`src/rtl/nibble_serial_cla_subtractor.sv`:
```
// Nibble-serial subtractor: D = A - B - Bin, one 4-bit borrow-lookahead stage per clock.
// Optional signed-overflow output is enabled by defining SUBTRACTOR_OVF_EN.
module nibble_serial_cla_subtractor #(
    parameter int NIBBLES = 4
) (
    input  logic                 clk,
    input  logic                 rst,
    input  logic                 in_valid,
    output logic                 in_ready,
    input  logic [4*NIBBLES-1:0] A,
    input  logic [4*NIBBLES-1:0] B,
    input  logic                 Bin,
    output logic                 out_valid,
    input  logic                 out_ready,
    output logic [4*NIBBLES-1:0] D,
    output logic                 Bout,
    output logic                 Zero
`ifdef SUBTRACTOR_OVF_EN
    ,
    output logic                 Ovf
`endif
);

    localparam int W  = 4 * NIBBLES;
    localparam int IW = (NIBBLES > 1) ? $clog2(NIBBLES) : 1;

    typedef enum logic [1:0] {
        IDLE = 2'd0,
        RUN  = 2'd1,
        DONE = 2'd2
    } state_t;

    state_t          state_r;
    state_t          state_s;
    logic [W-1:0]    a_r;
    logic [W-1:0]    b_r;
    logic [W-1:0]    d_r;
    logic [W-1:0]    d_next_s;
    logic            borrow_r;
    logic            bout_r;
    logic            zero_r;
    logic [IW-1:0]   idx_r;
    logic [3:0]      nib_a_s;
    logic [3:0]      nib_b_s;
    logic [3:0]      nib_d_s;
    logic [4:0]      borrows_s;
    logic            last_s;
`ifdef SUBTRACTOR_OVF_EN
    logic            ovf_r;
`endif

    // Two-level borrow lookahead: returns {b4,b3,b2,b1,b0} with b0 = borrow-in.
    function automatic logic [4:0] borrow_chain(input logic [3:0] a, input logic [3:0] b,
                                                input logic bi);
        logic [3:0] g;
        logic [3:0] p;
        logic [4:0] bo;
        g     = ~a & b;
        p     = ~(a ^ b);
        bo[0] = bi;
        bo[1] = g[0] | (p[0] & bi);
        bo[2] = g[1] | (p[1] & g[0]) | (p[1] & p[0] & bi);
        bo[3] = g[2] | (p[2] & g[1]) | (p[2] & p[1] & g[0]) | (p[2] & p[1] & p[0] & bi);
        bo[4] = g[3] | (p[3] & g[2]) | (p[3] & p[2] & g[1]) | (p[3] & p[2] & p[1] & g[0])
              | (p[3] & p[2] & p[1] & p[0] & bi);
        return bo;
    endfunction

    // Current nibble slice, its difference and the result with that nibble merged in.
    always_comb begin
        nib_a_s   = a_r[{idx_r, 2'b00} +: 4];
        nib_b_s   = b_r[{idx_r, 2'b00} +: 4];
        borrows_s = borrow_chain(nib_a_s, nib_b_s, borrow_r);
        nib_d_s   = nib_a_s ^ nib_b_s ^ borrows_s[3:0];
        d_next_s  = d_r;
        d_next_s[{idx_r, 2'b00} +: 4] = nib_d_s;
        last_s    = (idx_r == IW'(NIBBLES - 1));
    end

    // State register.
    always_ff @(posedge clk) begin
        if (rst) begin
            state_r <= IDLE;
        end else begin
            state_r <= state_s;
        end
    end

    // Next-state decode.
    always_comb begin
        state_s = state_r;
        case (state_r)
            IDLE: begin
                if (in_valid) begin
                    state_s = RUN;
                end else begin
                    state_s = IDLE;
                end
            end
            RUN: begin
                if (last_s) begin
                    state_s = DONE;
                end else begin
                    state_s = RUN;
                end
            end
            DONE: begin
                if (out_ready) begin
                    state_s = IDLE;
                end else begin
                    state_s = DONE;
                end
            end
            default: state_s = IDLE;
        endcase
    end

    // Operand capture, per-nibble result write and final flag registration.
    always_ff @(posedge clk) begin
        if (rst) begin
            a_r      <= {W{1'b0}};
            b_r      <= {W{1'b0}};
            d_r      <= {W{1'b0}};
            borrow_r <= 1'b0;
            bout_r   <= 1'b0;
            zero_r   <= 1'b0;
            idx_r    <= {IW{1'b0}};
`ifdef SUBTRACTOR_OVF_EN
            ovf_r    <= 1'b0;
`endif
        end else begin
            case (state_r)
                IDLE: begin
                    if (in_valid) begin
                        a_r      <= A;
                        b_r      <= B;
                        borrow_r <= Bin;
                        idx_r    <= {IW{1'b0}};
                    end
                end
                RUN: begin
                    d_r      <= d_next_s;
                    borrow_r <= borrows_s[4];
                    if (last_s) begin
                        bout_r <= borrows_s[4];
                        zero_r <= (d_next_s == {W{1'b0}});
`ifdef SUBTRACTOR_OVF_EN
                        ovf_r  <= (a_r[W-1] ^ b_r[W-1]) & (a_r[W-1] ^ d_next_s[W-1]);
`endif
                    end else begin
                        idx_r <= idx_r + IW'(1);
                    end
                end
                default: begin
                end
            endcase
        end
    end

    // Handshakes come from registered state only; reset masks them.
    assign in_ready  = (state_r == IDLE) && !rst;
    assign out_valid = (state_r == DONE) && !rst;
    assign D         = d_r;
    assign Bout      = bout_r;
    assign Zero      = zero_r;
`ifdef SUBTRACTOR_OVF_EN
    assign Ovf       = ovf_r;
`endif

endmodule
```
`config.mk`:
```
export PLATFORM = sky130hd
export DESIGN_NAME = nibble_serial_cla_subtractor
export DESIGN_NICKNAME = d
export VERILOG_FILES = /design/src/rtl/nibble_serial_cla_subtractor.sv
export SDC_FILE = /design/constraint.sdc
export NUM_CORES = 1
export LEC_CHECK = 0
export ABC_CLOCK_PERIOD_IN_PS = 3440
export CAP_MARGIN = 10
export CORE_MARGIN = 4
export CORE_UTILIZATION = 50
export DETAILED_ROUTE_END_ITERATION = 7
export PLACE_DENSITY = 0.9
export SYNTH_ARGS = -nofsm -noshare
export SYNTH_HDL_FRONTEND = slang
export SYNTH_SLANG_ARGS = --single-unit
export TNS_END_PERCENT = 1
```
`constraint.sdc`:
```
create_clock -name clk -period 3.44 [get_ports clk]
set_input_delay 0.688 -clock clk [delete_from_list [all_inputs] [get_ports clk]]
set_output_delay 0.688 -clock clk [all_outputs]
set_load 0.005 [all_outputs]
```
==> results.cfg <==
[place]
place_congestion = 0.921
port_buffers = 56
dp_hpwl_um = 4350

[timing]
min_period_over_period_pct = 80.1
tightest_slew_ns = 0.645
rsz0062_at_grt = no
hold_viol = 0
fmax_ghz = 0.363
slew_viol_final = 0
clock_skew_ns = 0.00534
min_period_ns = 2.76
setup_viol = 0
setup-tns-final_ns = 0
holdWs_ns = 0.460
slew_headroom_pct = 56.6

[cts]
cts_setup_buffers = 0
cts_tree = done
ctsHoldBuffers = 0
numClockSinks = 55
cts_resized = 0
cts_buffers = 5
htreeDepth = 2
cts-root-buf = clkbuf_8
cts.path.max_buffers = 2
clk_latency_ns = 0.31
clk_pin_slew_ns = 0.09

[floorplan]
die_w_um = 78.7
fp-row-count = 25
io_pins = 57
start_util_pct = 52.2
dieArea_um2 = 6190
core_um2 = 4790
dieHeight_um = 78.7

[critical_path]
r2r-start = idx_r[0]
startpoint_type = register
reg2regPathDepth = 8
path_class = reg2reg
critPathRequiredTime_ns = 3.64
reg2reg_slack_ns = 0.68
cp_slowest_cell = dfxtp_1
crit_arrival_ns = 2.95
slowest_delay_ns = 0.71
crit_fanout = 13
reg2reg_to = D[3]
path_cells = buf_4, mux4_2, ha_1, a21oi_1, a21oi_1, o21a_1, o21ai_1, o21ai_1
end_kind = register

[grt]
grt_pass1_vias = 2172
grtUsageTotal_pct = 20.6
antenna_found_initial = 0
grt_max_degree = 58
overflow = 0
grt_pass1_wl_um = 10100

[logic_synthesis]
postSynthCellCount = 294
synth_xor_xnor_area_share_pct = 0.702
yosys_register_bits = 55
ys_warn_count = 0
synth_cell_type_count = 35
synth_area_um2 = 2500
synth_area_leaders = dfxtp_1, nand2_1, a21oi_1
synth_top_family_by_area = simple AND/OR/NAND/NOR gates
syn_avg_cell_area_um2 = 8.49
yosysTopAreaCell = dfxtp_1
synth_nets = 342
muxShareOfSynthArea_pct = 7.22
synthSimpleGateAreaFrac_pct = 23.0
ys_seq_area_share_pct = 44.1
yosys.area_share.adder_pct = 5.81
synth_compound_area_share_pct = 14.8
yosysTopAreaCellShare_pct = 44.1

[status]
outcome = finished, final reports clean

[hold_path]
min_path_cells = 2
hold_path_end = b_r[4]
hold_class = reg2reg
min-delay-start = b_r[4]

[route]
route.antenna.remaining_nets = 0
wl_per_cell_um = 14.6
wirelength_um = 6040
initialDrtViolationCount = 230
via_per_inst = 5.44
vias = 2253
firstDrtPassIters = 4
drc = 0

[power_and_ir_drop]
vdd_drop_max_mv = 0.322
static-leakage-power_nw = 1.17
p_per_area_nw_per_um2 = 400

[layout]
fillers = 384
drive_gt1_share_pct = 6.92
ff_latch_area_um2 = 1100
fin_util_pct = 66.6
synthToLayoutAreaGrowth_pct = 27.8
fin_nets = 394
num_antenna_cells = 0
multi_input_area_um2 = 1280

[job]
cap_violations = 0
## kinds of logic (layout without fill, tap and decap cells)
kind of cell	count (synthesis)	count (layout)
AND/OR/NAND/NOR	125	125
AO/OA/AOI/OAI	65	65
flip-flops	55	55
buffers and inverters	28	81
adder cells (fa/ha/maj)	11	11
multiplexers	8	8
XOR/XNOR	2	2
## layout make-up
class / instances / share of cell area [%]
tap: 67 / 2.63
clock inverter: 1 / 0.157
inverter: 12 / 1.41
multi-input combinational: 211 / 40.3
timing repair buffer: 61 / 18.6
clock buffer: 7 / 2.39
sequential: 55 / 34.5
## state kept, by name (all words and copies together) (netlist names)
name      count
Bout          1
D            16
Zero          1
a_r          16
b_r          16
borrow_r      1
idx_r         2
state_r       2
## layout by cell type, fill, tap and decap left out, types with 2 or more instances in the layout
master            n
a21oi_1          40
a22oi_1          13
buf_4             5
clkbuf_1          2
clkbuf_8          5
clkdlybuf4s50_1  55
dfxtp_1          55
ha_1             10
inv_1            11
mux4_2            8
nand2_1          71
nand3_1           2
nand3b_1          7
nor2_1           22
nor3_1            8
nor4_1            4
o21ai_1           7
xor2_1            2
## synth_stat cells
cell type	number
nand2_1	71
o21ai_1	7
nand3b_1	7
a31oi_1	1
o22ai_1	1
or4_1	1
or3b_1	1
a311oi_1	1
nand2_4	1
nor2_1	22
inv_2	1
and4b_1	1
inv_1	11
a22oi_1	13
nor3b_1	1
and3_1	1
nor4bb_1	1
buf_1	1
fa_1	1
nand2b_1	1
o21a_1	1
and2b_4	1
nand3_1	2
a21oi_1	40
and2_1	1
dfxtp_1	55
and4bb_2	1
clkbuf_1	11
ha_1	10
nor4_1	4
a21o_1	1
mux4_2	8
xor2_1	2
buf_2	4
nor3_1	8
## per-layer routing
layer	wire, µm	vias up	global-route usage (%)	share of wire [%]
met2	2950	83	32.6	49
met4	93	0	10.7	1.5
met1	2600	1042	26.3	43
li1	-	1116	-	-
met5	0	-	0	0
met3	396	12	4.59	6.6
## worst max-delay path by stage
stage          slack (ns)    end  cells after the start      from
2_1_floorplan        0.91   D[3]                      8  idx_r[1]
5_1_grt              0.44  D[14]                      8  idx_r[0]
6_report             0.68   D[3]                      8  idx_r[0]
4_1_cts              0.72   D[3]                      8  idx_r[0]
3_3_place_gp         0.89  D[14]                      8  idx_r[0]
3_5_place_dp         0.76   D[3]                      8  idx_r[0]
## critical path, delay by kind of cell, from the launching register on
| kind | cells | cell delay [ns] |
|---|---|---|
| compound gates | 5 | 1.04 |
| fa+ha+maj | 1 | 0.34 |
| buf+inv | 1 | 0.27 |
| flops | 1 | 0.71 |
| mux | 1 | 0.30 |
## where the power goes
group	switching (W)	internal (W)	total [W]	leakage (nW)
sequential	0.0000240	0.000667	0.000691	0.449
clock	0.000202	0.000143	0.000346	0.0422
combinational	0.000123	0.000117	0.000240	0.678
## stage by stage
stage / cell area (µm²) / power [W] / std cells / setup slack, ns
3_5_place_dp: 3110 / 0.000939 / 406 / 0.764
2_1_floorplan: 2500 / 0.000848 / 294 / 0.915
5_1_grt: 3190 / 0.00133 / 414 / 0.444
4_1_cts: 3190 / 0.00128 / 414 / 0.718
3_3_place_gp: 3110 / 0.000928 / 406 / 0.887
6_report: 3190 / 0.00128 / 414 / 0.685
No activity file was read; power rests on OpenSTA's default activity.
